## config.mk

```make
export PLATFORM = sky130hd
export DESIGN_NAME = mem_arbiter
export DESIGN_NICKNAME = d
export VERILOG_FILES = /design/src/rtl/mem_arbiter.sv
export SDC_FILE = /design/constraint.sdc
export NUM_CORES = 1
export LEC_CHECK = 0
export BUFFER_PORTS_ARGS = -buffer_cell sky130_fd_sc_hd__buf_2
export CORE_AREA = 4 4 654 656
export DETAILED_ROUTE_END_ITERATION = 8
export DIE_AREA = 0 0 658 660
export HOLD_SLACK_MARGIN = 0.02
export SKIP_CTS_REPAIR_TIMING = 1
export SYNTH_ARGS = -nofsm -noshare
export SYNTH_HDL_FRONTEND = slang
export SYNTH_SLANG_ARGS = --single-unit
```

## constraint.sdc

```tcl
create_clock -name clk_i -period 1.9 [get_ports clk_i]
set_input_delay 0.095 -clock clk_i [delete_from_list [all_inputs] [get_ports clk_i]]
set_output_delay 0.095 -clock clk_i [all_outputs]
set_load 0.1 [all_outputs]
```

## src/rtl/mem_arbiter.sv

```systemverilog
// mem_arbiter: shares one line-wide data memory between the data cache (port 0)
// and the instruction cache (port 1).
//
// Ports:
//   clk_i, rst_i          clock, synchronous active-high reset
//   pN_enable_i           port N request, held until its ack
//   pN_write_i            port N direction (1 = write line, 0 = read line)
//   pN_addr_i/pN_data_i   port N line address / write data
//   pN_ack_o              port N transaction done (combinational)
//   pN_data_o             read data to port N (memory read data, ungated)
//   mem_enable_o          registered memory request
//   mem_write_o           registered memory write strobe
//   mem_addr_o/mem_data_o registered memory address / write data
//   mem_ack_i/mem_data_i  memory done / read data (valid in the ack cycle only)
//   pN_grants_o           saturating count of completed port N transactions
//
// Round-robin arbitration in IDLE latches the winner's request onto the memory
// side; BUSY holds it until mem_ack_i, which is steered to the winner only.
module mem_arbiter #(
  parameter int unsigned ADDR_W = 32,
  parameter int unsigned DATA_W = 256,
  parameter int unsigned CNT_W  = 16
) (
  input  logic              clk_i,
  input  logic              rst_i,
  input  logic              p0_enable_i,
  input  logic              p0_write_i,
  input  logic [ADDR_W-1:0] p0_addr_i,
  input  logic [DATA_W-1:0] p0_data_i,
  output logic              p0_ack_o,
  output logic [DATA_W-1:0] p0_data_o,
  input  logic              p1_enable_i,
  input  logic              p1_write_i,
  input  logic [ADDR_W-1:0] p1_addr_i,
  input  logic [DATA_W-1:0] p1_data_i,
  output logic              p1_ack_o,
  output logic [DATA_W-1:0] p1_data_o,
  output logic              mem_enable_o,
  output logic              mem_write_o,
  output logic [ADDR_W-1:0] mem_addr_o,
  output logic [DATA_W-1:0] mem_data_o,
  input  logic              mem_ack_i,
  input  logic [DATA_W-1:0] mem_data_i,
  output logic [CNT_W-1:0]  p0_grants_o,
  output logic [CNT_W-1:0]  p1_grants_o
);

  typedef enum logic [0:0] {StIdle, StBusy} state_e;

  state_e              r_state, w_state_next;
  // Port that won the most recent arbitration; while BUSY it is also the owner.
  logic                r_last_grant, w_last_grant_next;
  logic                r_mem_enable, w_mem_enable_next;
  logic                r_mem_write, w_mem_write_next;
  logic [ADDR_W-1:0]   r_mem_addr, w_mem_addr_next;
  logic [DATA_W-1:0]   r_mem_data, w_mem_data_next;
  logic [CNT_W-1:0]    r_p0_grants, w_p0_grants_next;
  logic [CNT_W-1:0]    r_p1_grants, w_p1_grants_next;

  logic                w_grant_valid;
  logic                w_grant_port;
  logic                w_ack_ok;

  // Round-robin: on a tie the port that did not win last time goes next.
  always_comb begin
    w_grant_valid = p0_enable_i | p1_enable_i;
    if (p0_enable_i && p1_enable_i) begin
      w_grant_port = ~r_last_grant;
    end else begin
      w_grant_port = p1_enable_i;
    end
  end

  always_comb begin
    w_state_next      = r_state;
    w_last_grant_next = r_last_grant;
    w_mem_enable_next = r_mem_enable;
    w_mem_write_next  = r_mem_write;
    w_mem_addr_next   = r_mem_addr;
    w_mem_data_next   = r_mem_data;
    w_p0_grants_next  = r_p0_grants;
    w_p1_grants_next  = r_p1_grants;

    unique case (r_state)
      StIdle: begin
        w_mem_enable_next = 1'b0;
        if (w_grant_valid) begin
          w_last_grant_next = w_grant_port;
          w_mem_enable_next = 1'b1;
          w_state_next      = StBusy;
          if (w_grant_port) begin
            w_mem_write_next = p1_write_i;
            w_mem_addr_next  = p1_addr_i;
            w_mem_data_next  = p1_data_i;
          end else begin
            w_mem_write_next = p0_write_i;
            w_mem_addr_next  = p0_addr_i;
            w_mem_data_next  = p0_data_i;
          end
        end
      end
      StBusy: begin
        // Dropping the owner's enable does not abort; only mem_ack_i ends BUSY.
        if (mem_ack_i) begin
          w_mem_enable_next = 1'b0;
          w_mem_write_next  = 1'b0;
          w_state_next      = StIdle;
          if (r_last_grant) begin
            if (r_p1_grants != {CNT_W{1'b1}}) w_p1_grants_next = r_p1_grants + CNT_W'(1);
          end else begin
            if (r_p0_grants != {CNT_W{1'b1}}) w_p0_grants_next = r_p0_grants + CNT_W'(1);
          end
        end
      end
      default: begin
        w_state_next = StIdle;
      end
    endcase
  end

  always_ff @(posedge clk_i) begin
    if (rst_i) begin
      r_state      <= StIdle;
      r_last_grant <= 1'b1;
      r_mem_enable <= 1'b0;
      r_mem_write  <= 1'b0;
      r_mem_addr   <= '0;
      r_mem_data   <= '0;
      r_p0_grants  <= '0;
      r_p1_grants  <= '0;
    end else begin
      r_state      <= w_state_next;
      r_last_grant <= w_last_grant_next;
      r_mem_enable <= w_mem_enable_next;
      r_mem_write  <= w_mem_write_next;
      r_mem_addr   <= w_mem_addr_next;
      r_mem_data   <= w_mem_data_next;
      r_p0_grants  <= w_p0_grants_next;
      r_p1_grants  <= w_p1_grants_next;
    end
  end

  // An ack seen in IDLE is spurious and never reaches a cache.
  assign w_ack_ok = (r_state == StBusy) && mem_ack_i && !rst_i;
  assign p0_ack_o = w_ack_ok && !r_last_grant;
  assign p1_ack_o = w_ack_ok && r_last_grant;

  assign p0_data_o    = mem_data_i;
  assign p1_data_o    = mem_data_i;
  assign mem_enable_o = r_mem_enable;
  assign mem_write_o  = r_mem_write;
  assign mem_addr_o   = r_mem_addr;
  assign mem_data_o   = r_mem_data;
  assign p0_grants_o  = r_p0_grants;
  assign p1_grants_o  = r_p1_grants;

endmodule

```

[Word-level counts from Yosys, hierarchy flattened]
Cells that the tools add are included.
Operators by class
  add/subtract/negate cells: 2
  eq/ne operators: 4
  multiplexer cells: 11
  bitwise gates (word level): 3
  reduce and logical (&&, ||, !) cells: 11
Operator list (number)
  $mux W256: 1
  $add A16 B1 Y16 const B: 2
  $mux W32: 1
  $ne A16 B16 Y1 const B: 2
  $reduce_and A4 Y1: 2
  $mux W1: 6
  $pmux W1 S2: 3
  $logic_and A1 B1 Y1: 5
  $ne A2 B2 Y1 const B: 2
  $reduce_and A2 Y1: 2
  $logic_not A1 Y1: 2
  $not A1 Y1: 2
  $or A1 B1 Y1: 1
Word-level totals
  bits in registers: 324
  input bits: 839
  output and inout bits: 836

[Logic depth before layout (Yosys ltp)]
Gate-level depths: netlist of the first run.
  depth in word-level cells: 5
  depth in mapped cells: 7
  gate-level depth less buffers: 5

[Worst setup path after synthesis of the first run]
OpenSTA, ideal clock, no wires.
  path type: reg2reg
  start: reg r_p1_grants[1], in the netlist p1_grants_o[1]
  end: reg r_p1_grants[15], in the netlist p1_grants_o[15]
  library setup time: 123 ps
  data arrival time: 2388 ps
  data required time: 1777 ps
  path slack: -611 ps
  stages on the path, launching flop included: 7
  path buffers: 1
  clock period less this slack: 2511 ps
  path through: dfxtp_1 ha_1 nand4_1 nor4_2 buf_2 nor4_1 mux2_1
Between the ends
  longest elaborated chain between the ends: 2
RTL lines
  from (decl): line 58  | logic [CNT_W-1:0] r_p1_grants, w_p1_grants_next;
  from (signal assigned): line 139  | r_p1_grants <= w_p1_grants_next;
  parallel branches: the longest is 2 deep, another holds $add A16 B1 Y16
Parallel ways; which one is timed is not known.
A chain may end at the register's enable or synchronous reset.

[Worst setup path in the final report of the first run]
  start: reg r_state
  end: out p0_ack_o
Between the ends
  longest elaborated chain between the ends: 3
RTL lines
  from (decl): line 50  | state_e r_state, w_state_next;
  from (signal assigned): line 123  | r_state <= StIdle;
  from (signal assigned): line 132  | r_state <= w_state_next;
  $logic_and A1 B1 Y1 (2 in a row): line 144  | assign w_ack_ok = (r_state == StBusy) && mem_ack_i && !rst_i;
  $logic_and A1 B1 Y1: line 145  | assign p0_ack_o = w_ack_ok && !r_last_grant;
  to (decl): line 30  | output logic p0_ack_o,
Every way passes these cells.

==> results of run 1 <==
==> layer usage <==
layer / wire length [µm] / part of all wire (%) / up-vias
met3: 68200 / 20 / 874
met1: 87550 / 26 / 10570
met4: 19620 / 5.8 / 202
li1: - / - / 9549
met5: 2394 / 0.71 / -
met2: 160800 / 47 / 2871
==> Yosys cell counts, drive strengths merged (4+ instances only) <==
master  number  area, µm²
mux2         5      56.30
clkbuf     112      420.4
nand4       11      105.1
o21ai       11      55.05
buf        568       4124
nand3       12      70.07
nor4         8      56.30
nor2       299       1122
a311oi     289       2531
o41ai        4      35.03
o31ai       11      82.58
nand2      590       2217
or4         11      82.58
inv          6      22.52
dfxtp      324       6486
a21oi       24      120.1
and3         6      37.54
or3          8      50.05
nor2b        5      31.28
==> per-stage QoR <==
stage / cell area [µm²] / cells / TNS (ns)
after floorplan: 18040 / 2329 / -0.03357
after global placement: 26430 / 8318 / -0.5671
after detailed placement: 26430 / 8318 / -0.6469
after CTS: 28140 / 8409 / -1.873
after global routing: 34260 / 9048 / -2.535
final: 34410 / 9107 / -0.1423
==> cell type report <==
class,count,area (µm²)
antenna,109,272.8
clock buffer,65,1398
clock inverter,26,320.3
fill,49580,387800
inverter,6,22.52
multi-input combinational,1319,6985
sequential,324,6564
tap,5663,7086
timing repair buffer,1595,11760
==> registers in the layout, indices dropped and copies added (netlist names) <==
name / cells
p1_grants_o: 16
r_state: 1
r_last_grant: 1
mem_enable_o: 1
mem_write_o: 1
p0_grants_o: 16
mem_addr_o: 32
mem_data_o: 256
==> worst max path at each step <==
stage                        start              end  slack [ns]  cells after the start
finish                     r_state         p0_ack_o       -0.08                      5
global route               r_state         p0_ack_o       -0.20                      5
CTS                        r_state         p0_ack_o       -0.45                      5
detailed placement    r_last_grant  p1_grants_o[12]       -0.12                      5
global placement      r_last_grant  p1_grants_o[12]       -0.16                      5
floorplan           p1_grants_o[6]  p1_grants_o[15]       -0.03                      5
==> where the power goes <==
part	switching (mW)	leakage [nW]	internal [mW]	total, mW
clock	4.40	0.831	5.76	10.2
combinational	8.25	9.53	2.61	10.9
sequential	0.354	2.71	7.42	7.77
==> worst min-delay path, delay by kind of cell <==
kind            cells  cell delay, ns
buf+inv             1            0.13
compound gates      2            0.19
simple gates        1            0.07
==> cell usage in the layout (no fill, tap or decap), types with 6 or more instances in the layout <==
master	synthesis	final
buf_2	32	867
nand2_1	589	588
dlygate4sd3_1	0	584
nor2_1	299	296
dfxtp_1	324	290
a311oi_1	289	289
diode_2	0	109
buf_4	520	101
clkbuf_16	0	50
buf_12	0	34
a21oi_1	24	24
dfxtp_2	0	20
dfxtp_4	0	14
o31ai_1	11	11
or4_1	11	11
nand3_1	10	9
o21ai_1	9	9
clkbuf_8	0	9
nand4_1	8	8
or3_1	8	8
clkinv_2	0	7
inv_1	6	6
nor4_2	1	6
clkbuf_1	112	6
==> kinds of logic after synthesis <==
logic type / after synthesis
AOI/OAI and AO/OA: 349
and+or+nand+nor: 963
muxes: 5
adders and majority gates: 2
DFF: 324
buffers and inverters: 686
==> flow_summary.toml, run 1 <==
[route]
vias = 24070
ant_nets = 0
drt_iter0_drc = 2287
avgRoutedWirePerCell_um = 37.17
finalWirelength_um = 338500
via_per_inst = 2.643
drc = 0
drtPass1Iterations = 6

[worst_hold_path]
hold_path_class = "in -> reg"
whs_path_depth = 4
worstHoldStart = "mem_ack_i"
min_to = "mem_write_o"

[clocking]
htreeDepth = 2
path_clk_slew_ns = 0.07
cts_buffer_depth = 3
clock_latency_ns = 0.76
cts_tree = "done"
cts_made_buffers = 49
cts_sinks = 324
root_buffer = "clkbuf_16"

[critical_path]
crit_type = "reg -> out"
reg2reg_slack_ns = 0.02
reg2regPathDepth = 6
path_buf_inv = 2
worstReg2RegStart = "r_last_grant"
crit_required_ns = 1.80
cp_cell_sequence = "buf_6 -> nand2_4 -> or2_4 -> nor2_4 -> buf_12"
critPathMaxStageDelay_ns = 0.34
r2r_end = "mem_data_o[118]"
critPathArrivalTime_ns = 1.89
critical_path.top_delay_family = "simple AND/OR/NAND/NOR gates"
critPathMaxFanout = 6
cpMaxStageDelayCell = "dfxtp_2"
endpoint_kind = "output pin"
startpoint_type = "register"

[timing]
relSlewSlack_pct = 47.76
hold_violations = 3
period_share_pct = 104.5
max_freq_mhz = 503.9
drv_slew = 0
setup_viol_count_final = 2
fin_crit_ns = 1.985
worst_slack_ns = -0.08456
grt_setup_unrepaired = "true"
holdWs_ns = -0.1810
worst_pin_slew_ns = 0.7890
skew_ns = 0.04084

[logic_synthesis]
ys_seq_area_share_pct = 36.15
synthCells = 2329
synthDistinctLibCells = 45
ys_ff_latch = 324
synth_compound_area_share_pct = 16.28
ys_async_sr_fraction_pct = 0
synthSimpleGateAreaFrac_pct = 21.67
muxShareOfSynthArea_pct = 0.3138
synth_enable_flop_cells = 0
yosysWarnings = 0
yosys.area_share.adder_pct = 0.1395
syn_area_mm2 = 0.01794
ys_dominant_reg_cell = "dfxtp_1"
syn_avg_cell_area_um2 = 7.705
synthXorXnorAreaFrac_pct = 0
synth_top_family_by_area = "buffers and inverters"
syn_nets = 3170

[power]
power_density_mw_per_mm2 = 836.6
leakagePower_nw = 13.06
peakVddDrop_mv = 0.7682
p_total_mw = 28.78

[layout]
synthToLayoutAreaGrowth_pct = 91.73
drive_above_1_share_pct = 34.63
num-nets-final = 4136
utilization_pct = 8.148

[global_routing]
grt_max_degree = 74
grtUsageMet1_pct = 9.948
grt_pass1_wl_um = 375200
grt_pass1_vias = 18240
grtUsageTotal_pct = 14.72
grtUsageMet3_pct = 15.82
overflow = 0
antenna_found_initial = 364
use_met2_pct = 24.65
top_usage_layer = "met2"

[placed_design]
port_buffers = 906
place_hpwl_um = 309600
gp_congestion = 0.9816
dp_slack_ns = -0.1225

[floorplanning]
placementRows = 239
core_area_mm2 = 0.4222
die_h_um = 660
start_util_pct = 4.250
ios = 1675
dieArea_mm2 = 0.4343
fp.dieW_um = 658

[run]
cap_violations = 0

[outcome]
violations = "negative hold slack, negative setup slack"
status = "finished with violations"
(Power assumes the default switching activity.)
==> inputs of run 2 (changes only) <==
Settings changed: CAP_MARGIN set to 40, HOLD_SLACK_MARGIN 0.02 to 0.1.
==> run 2 against run 1 <==
  * The run still ends with negative hold slack, negative setup slack left
  * Clock power barely moved
  * First-iteration DRC count fell by 2.9%
  * Via count rose by 1.7%
  * Sequential cell count did not move
  * Fmax fell by 0.46%
  * Power rose by 0.45%
  * Routed wire length rose by 0.39%
  * Design area rose by 1.3%
  * Critical endpoint unchanged
  * Largest power group unchanged
==> flow_summary.toml, run 2 (synthesis results as in run 1) <==
[outcome]
status = "finished with violations"
violations = "negative hold slack, negative setup slack"

[timing]
worst_pin_slew_ns = 1.131
max_freq_mhz = 501.6
hold_violations = 3
fin_crit_ns = 1.994
drv_slew = 0
worst_slack_ns = -0.09381
skew_ns = 0.04601
setup_viol_count_final = 3
relSlewSlack_pct = 24.32
period_share_pct = 104.9
holdWs_ns = -0.1783
grt_setup_unrepaired = "true"

[placed_design]
dpl_cell_area_mm2 = 0.02643
place_hpwl_um = 309600
gp_congestion = 0.9816
port_buffers = 906

[global_routing]
grt_pass1_vias = 18240
grt_pass1_wl_um = 375200
grt_max_degree = 74
grtUsageTotal_pct = 14.72
antenna_found_initial = 358
overflow = 0

[route]
drc = 0
ant_nets = 0
drt_iter0_drc = 2220
via_per_inst = 2.676
avgRoutedWirePerCell_um = 37.17
drtPass1Iterations = 5
finalWirelength_um = 339900
vias = 24470

[clocking]
cts_sinks = 324
root_buffer = "clkbuf_16"
cts_buffer_depth = 3
clock_latency_ns = 0.77
cts_made_buffers = 49
cts_tree = "done"
path_clk_slew_ns = 0.06
htreeDepth = 2

[floorplanning]
die_h_um = 660
dieArea_mm2 = 0.4343
placementRows = 239
start_util_pct = 4.250
ios = 1675
fp.dieW_um = 658
core_area_mm2 = 0.4222

[power]
peakVddDrop_mv = 0.7752
leakagePower_nw = 13.27
power_density_mw_per_mm2 = 829.2

[layout]
synthToLayoutAreaGrowth_pct = 94.31
drive_above_1_share_pct = 34.21
layout_common_cells = "buf_2, dlygate4sd3_1, nand2_1, nor2_1, dfxtp_1"
largest_reg_flops = 256
final_common_cell = "buf_2"
design_area_mm2 = 0.03487
nFillCells = 49540
num-nets-final = 4183

[critical_path]
crit_required_ns = 1.80
critPathArrivalTime_ns = 1.90
crit_type = "reg -> out"
startpoint = "r_state"
endpoint_kind = "output pin"
critPathMaxFanout = 6
startpoint_type = "register"
worstReg2RegStart = "r_state"

[worst_hold_path]
hold_path_class = "in -> reg"
worstHoldStart = "mem_ack_i"

[run]
cap_violations = 0
[run 2: final timing paths]
| kind | end | slack (ns) | cells after the start |
|---|---|---|---|
| setup / recovery | p0_ack_o | -0.09 | 5 |
| hold / removal | mem_write_o | -0.18 | 4 |
| setup reg to reg | mem_data_o[160] | -0.01 | 8 |
| hold reg to reg | p0_grants_o[15] | 0.47 | 1 |
[run 2: cell type report]
type	count	area (µm²)	share of cell area, %
diodes	98	245.2	0.7033
repair buffers	1642	12250	35.13
clock buffers	65	1398	4.008
inverters	6	22.52	0.06459
well taps	5663	7086	20.32
clock inverters	26	320.3	0.9186
flip-flops and latches	324	6564	18.82
multi-input cells	1319	6985	20.03
[run 2: worst max-delay path: stages, from the launching register on]
cell and delay (ns):
dfxtp_2 0.34, buf_6 0.11, nand2_4 0.06, or2_4 0.30
nor2_4 0.17, buf_12 0.19
[run 2: routing by layer]
layer	wire length (µm)	track usage (%)	part of all wire [%]
met4	20160	7.159	5.9
met2	161300	24.65	47
met1	88160	9.948	26
met5	2448	2.193	0.72
met3	67750	15.82	20
[run 2: power by group]
group          internal, mW  total (mW)  leakage (nW)  switching, mW
Clock                  5.76        10.2         0.831           4.41
Combinational          2.68        11.0          9.73           8.29
Sequential             7.42        7.78          2.71          0.357
[run 2: through the flow]
stage          total power, mW  cells  setup WS, ns  util, %  TNS [ns]
6_report                 28.91   9143      -0.09381    8.258   -0.1574
3_3_place_gp             17.10   8318       -0.1639    6.258   -0.5671
4_1_cts                  27.70   8409       -0.4532    6.665    -1.873
5_1_grt                  30.09   9093       -0.1974    8.228    -2.552
2_1_floorplan            19.07   2329      -0.03357        -  -0.03357
3_5_place_dp             17.13   8318       -0.1225    6.258   -0.6469
